$ cat config.mk
export PLATFORM = sky130hd
export DESIGN_NAME = backward_pass
export DESIGN_NICKNAME = d
export VERILOG_FILES = /design/src/rtl/dt_pkg.sv /design/src/rtl/dt_min_plus1.sv /design/src/rtl/backward_pass.sv
export SDC_FILE = /design/constraint.sdc
export NUM_CORES = 1
export LEC_CHECK = 0
export CAP_MARGIN = 20
export CORE_MARGIN = 3
export CORE_UTILIZATION = 30
export CTS_BUF_LIST = sky130_fd_sc_hd__clkbuf_4 sky130_fd_sc_hd__clkbuf_8
export CTS_CLUSTER_DIAMETER = 100
export DETAILED_ROUTE_END_ITERATION = 8
export PLACE_DENSITY_LB_ADDON = 0.15
export SYNTH_ARGS = -nofsm -noshare
export SYNTH_HDL_FRONTEND = slang
export SYNTH_SLANG_ARGS = --single-unit
export TNS_END_PERCENT = 1
$ cat constraint.sdc
create_clock -name clk -period 15.24 [get_ports clk]
set_clock_uncertainty 0.2 [all_clocks]
set_input_delay 1.524 -clock clk [delete_from_list [all_inputs] [get_ports clk]]
set_output_delay 1.524 -clock clk [all_outputs]
set_load 0.005 [all_outputs]
$ cat src/rtl/dt_pkg.sv
// rtl/dt_pkg.sv - shared constants and state encoding for the distance-transform passes
package dt_pkg;
    localparam int IMG_W  = 128;
    localparam int ADDR_W = 14;
    localparam int PIX_W  = 8;

    localparam logic [ADDR_W-1:0] BACK_START = 14'h3F7E;
    localparam logic [ADDR_W-1:0] BACK_END   = 14'h0081;

    // Neighbour offsets relative to the current pixel address
    localparam logic [ADDR_W-1:0] OFF_E    = 14'd1;
    localparam logic [ADDR_W-1:0] OFF_SW   = 14'd127;
    localparam logic [ADDR_W-1:0] OFF_S    = 14'd128;
    localparam logic [ADDR_W-1:0] OFF_SE   = 14'd129;
    localparam logic [ADDR_W-1:0] OFF_WRAP = 14'd3;

    typedef enum logic [2:0] {
        IDLE,
        RD_CUR,
        RD_E,
        RD_SW,
        RD_S,
        RD_SE,
        WRITE,
        DONE
    } state_t;
endpackage

$ cat src/rtl/dt_min_plus1.sv
// rtl/dt_min_plus1.sv - min of four neighbours plus one (saturating), then min against current value
module dt_min_plus1
    import dt_pkg::*;
(
    input  logic [PIX_W-1:0] c,
    input  logic [PIX_W-1:0] n0,
    input  logic [PIX_W-1:0] n1,
    input  logic [PIX_W-1:0] n2,
    input  logic [PIX_W-1:0] n3,
    output logic [PIX_W-1:0] result
);
    logic [PIX_W-1:0] m01;
    logic [PIX_W-1:0] m23;
    logic [PIX_W-1:0] m;
    logic [PIX_W:0]   p_wide;
    logic [PIX_W-1:0] p;

    always_comb begin
        m01    = (n0 < n1) ? n0 : n1;
        m23    = (n2 < n3) ? n2 : n3;
        m      = (m01 < m23) ? m01 : m23;
        p_wide = {1'b0, m} + {{PIX_W{1'b0}}, 1'b1};
        // 255 neighbours must stay 255 rather than wrapping to 0
        p      = p_wide[PIX_W] ? {PIX_W{1'b1}} : p_wide[PIX_W-1:0];
        result = (c <= p) ? c : p;
    end
endmodule

$ cat src/rtl/backward_pass.sv
// rtl/backward_pass.sv - bottom-right to top-left chessboard distance pass over the result memory
module backward_pass
    import dt_pkg::*;
(
    input  logic              clk,
    input  logic              reset,
    input  logic              back_en,
    input  logic [PIX_W-1:0]  res_di,
    output logic [ADDR_W-1:0] res_addr_back,
    output logic [PIX_W-1:0]  res_do_back,
    output logic              res_wr_back,
    output logic              back_done
);
    state_t            state_q, state_d;
    logic [ADDR_W-1:0] cur_q, cur_d;
    logic [PIX_W-1:0]  c_q, c_d;
    logic [PIX_W-1:0]  e_q, e_d;
    logic [PIX_W-1:0]  sw_q, sw_d;
    logic [PIX_W-1:0]  s_q, s_d;
    logic [PIX_W-1:0]  se_q, se_d;

    logic [PIX_W-1:0]  result;
    logic [ADDR_W-1:0] cur_step;
    state_t            pix_state;
    logic [ADDR_W-1:0] pix_cur;

    dt_min_plus1 u_min (
        .c      (c_q),
        .n0     (e_q),
        .n1     (sw_q),
        .n2     (s_q),
        .n3     (se_q),
        .result (result)
    );

    // Where the scan goes once the current pixel is finished; folded into its last cycle
    always_comb begin
        cur_step = (cur_q[6:0] == 7'd1) ? (cur_q - OFF_WRAP) : (cur_q - OFF_E);
        if (cur_q == BACK_END) begin
            pix_state = DONE;
            pix_cur   = cur_q;
        end else begin
            pix_state = RD_CUR;
            pix_cur   = cur_step;
        end
    end

    always_comb begin
        state_d       = state_q;
        cur_d         = cur_q;
        c_d           = c_q;
        e_d           = e_q;
        sw_d          = sw_q;
        s_d           = s_q;
        se_d          = se_q;
        res_addr_back = '0;
        res_do_back   = '0;
        res_wr_back   = 1'b0;
        back_done     = (state_q == DONE);

        case (state_q)
            IDLE: begin
                if (back_en) begin
                    state_d = RD_CUR;
                end
            end
            RD_CUR: begin
                res_addr_back = cur_q;
                if (back_en) begin
                    c_d = res_di;
                    if (res_di == '0) begin
                        state_d = pix_state;
                        cur_d   = pix_cur;
                    end else begin
                        state_d = RD_E;
                    end
                end
            end
            RD_E: begin
                res_addr_back = cur_q + OFF_E;
                if (back_en) begin
                    e_d     = res_di;
                    state_d = RD_SW;
                end
            end
            RD_SW: begin
                res_addr_back = cur_q + OFF_SW;
                if (back_en) begin
                    sw_d    = res_di;
                    state_d = RD_S;
                end
            end
            RD_S: begin
                res_addr_back = cur_q + OFF_S;
                if (back_en) begin
                    s_d     = res_di;
                    state_d = RD_SE;
                end
            end
            RD_SE: begin
                res_addr_back = cur_q + OFF_SE;
                if (back_en) begin
                    se_d    = res_di;
                    state_d = WRITE;
                end
            end
            WRITE: begin
                res_addr_back = cur_q;
                res_do_back   = result;
                res_wr_back   = back_en;
                if (back_en) begin
                    state_d = pix_state;
                    cur_d   = pix_cur;
                end
            end
            DONE: begin
                state_d = DONE;
            end
            default: begin
                state_d = IDLE;
            end
        endcase
    end

    always_ff @(posedge clk or posedge reset) begin
        if (reset) begin
            state_q <= IDLE;
            cur_q   <= BACK_START;
            c_q     <= '0;
            e_q     <= '1;
            sw_q    <= '1;
            s_q     <= '1;
            se_q    <= '1;
        end else begin
            state_q <= state_d;
            cur_q   <= cur_d;
            c_q     <= c_d;
            e_q     <= e_d;
            sw_q    <= sw_d;
            s_q     <= s_d;
            se_q    <= se_d;
        end
    end
endmodule

==> flow_summary.toml <==
[timing]
rsz0062_at_grt = "false"
fin_crit_ns = 8.83
finalHoldViolCount = 0
worst_slew_pin_slew_ns = 1.10
drv_slew = 0
fin_tns_setup_ns = 0
maxSlewHeadroom_pct = 26.6
final.period_utilization_pct = 57.9
fmax_mhz = 113
setup_viol = 0

[hold_path]
holdPathEnd = "cur_q[13]"
hp-start = "cur_q[13]"
hold_class = "reg2reg"
holdPathStages = 1

[clock_tree]
cts_root_buf = "clkbuf_8"
clk_pin_slew_ns = 0.08
post_cts_buffers = 0
cts_resized = 0
clkLatencyLatePin_ns = 0.34
clkSinkCount = 57
ctsLongestPathBuffers = 2
cts_hold_buf = 0
cts_buffers = 9
cts_tree = "yes"
h-tree-depth = 3

[critical_path]
reg2reg_slack_ns = 11.53
cp_common_cell = "ha_1"
path_max_fanout = 18
r2r-end = "cur_q[11]"
worst_setup_path_start_kind = "flip-flop"
path_class = "reg2out"
critPathSlowestCell = "a211oi_4"
cpPeakStageDelay_ns = 0.78
cp_data_required_time_ns = 13.52
r2r-start = "state_q[2]"
reg2reg_depth = 10
end_kind = "output port"
arrival_ns = 7.10

[global_routing]
track_usage_pct = 15.7
grt_pass1_wl_mm = 22.5
grt_start_max_net_pins = 58
grt_pass1_vias = 4281
antenna_found_initial = 0
overflow = 0

[run]
maxCapViolCount = 0

[synth]
synth_edf_count = 0
avgSynthCellArea_um2 = 9.04
synth_area_leaders = "dfstp_2, mux2_2, ha_1"
ys_top_cells_by_count = "nand2_1, mux2_2, dfstp_2"
yosysTopAreaCell = "dfstp_2"
netlist.area_leader.share_pct = 23.6
synth_warnings = 0
ys_async_sr_fraction_pct = 100
netlist_instances = 543
yosysSeqAreaShare_pct = 30.2
synth-seq-cells = 57
netlist-cell-type-count = 61
syn_area_um2 = 4910
synthMostInstantiatedCell = "nand2_1"
syn-num-nets = 596
synth_top_flop_cell = "dfstp_2"

[die]
core_um2 = 15900
design.die.area_um2 = 17900
initial_core_util_pct = 30.8
fp-row-count = 46
die_h_um = 134
io_pins = 35
die_x_um = 134

[routing]
routed_via_density = 5.29
firstDrtPassIters = 4
drt_iter0_markers = 266
ant_nets = 0
vias = 4186
routed_wirelength_mm = 13.8
routedWlPerCell_um = 17.4
drc = 0

[final_layout]
final_nets = 624
layout-drive-gt1-share_pct = 22.0
area_delta_synth_final_pct = 16.3
antenna_cells = 0

[place]
gp_congestion = 0.850
dp_hpwl_mm = 10.4
io_buffers = 34

[run_status]
status = "completed"
-- placed cells by master, fill, tap and decap left out, types with 3 or more instances in the layout --
master,instances
nand2_1,47
nor3_1,11
a31oi_1,6
and2_1,3
xor2_1,6
o21bai_1,3
dfstp_2,44
dfrtp_1,13
o22ai_1,3
or2_2,5
mux2_2,46
a21o_1,7
nand2b_1,6
o21ai_0,30
inv_1,31
nand3_1,16
clkbuf_8,11
mux2i_1,27
o21a_1,8
or3_1,3
ha_1,40
xnor2_1,16
a21oi_1,34
nor2b_1,8
nor4_1,5
nand4_1,8
and3_1,5
a22oi_1,6
clkdlybuf4s50_1,34
nor2_1,37
buf_4,6
o221ai_1,3
-- logic make-up (layout without fill, tap and decap cells) --
kind of cell	Yosys count	in the layout	synth area share, %
AO/OA/AOI/OAI	130	130	18.4
XOR/XNOR	22	22	3.93
adder cells (fa/ha/maj)	42	42	11.0
buffers and inverters	58	91	4.56
flip-flops	57	57	30.2
multiplexers	73	73	16.1
AND/OR/NAND/NOR	161	161	15.9
-- through the flow --
step	hold slack [ns]	std cells	util (%)	setup WS [ns]	area (um2)
after floorplan	0.288	543	-	7.61	4910
after global placement	0.309	774	34.3	6.93	5470
after detailed placement	0.317	775	34.3	6.80	5470
after CTS	0.324	791	35.8	6.40	5700
after global routing	0.332	792	35.8	5.81	5710
final	0.323	792	35.8	6.41	5710
-- how the worst max path moves through the flow --
stage                 start             end  slack [ns]  cells past startpoint
global placement    se_q[7]  res_do_back[6]        6.93                     26
finish              se_q[6]  res_do_back[6]        6.41                     25
floorplan           sw_q[6]  res_do_back[3]        7.61                     28
global route        se_q[6]  res_do_back[6]        5.81                     24
detailed placement  se_q[7]  res_do_back[6]        6.80                     26
CTS                 se_q[6]  res_do_back[6]        6.40                     26
-- worst max-delay path: cells and delay by family, from the launching register on --
kind                     cells  cell delay (ns)
AO/OA/AOI/OAI               11             2.59
adder cells (fa/ha/maj)      4             1.20
AND/OR/NAND/NOR              6             0.99
multiplexers                 2             0.83
buffers and inverters        2             0.58
flip-flops                   1             0.57
-- cell type report --
class | count | area, um2
Clock buffer | 11 | 151
Clock inverter | 5 | 77.6
Fill cell | 1645 | 10200
Inverter | 34 | 128
Multi-Input combinational cell | 428 | 3210
Sequential cell | 57 | 1480
Tap cell | 216 | 270
Timing Repair Buffer | 41 | 393
-- registers in the layout, summed over array words and instances (netlist names) --
signal	cells
cur_q	14
sw_q	8
state_q	3
se_q	8
e_q	8
c_q	8
s_q	8
-- routing by layer --
metal	wire length [um]	track usage (%)	vias up
met4	207	3.94	0
li1	-	-	2033
met2	6560	26.6	110
met3	608	2.96	17
met1	6410	20.6	2026
met5	0	0	-
Power is not shown: default switching activity piles up to over one toggle a cycle in this logic, so the estimate is an artifact.
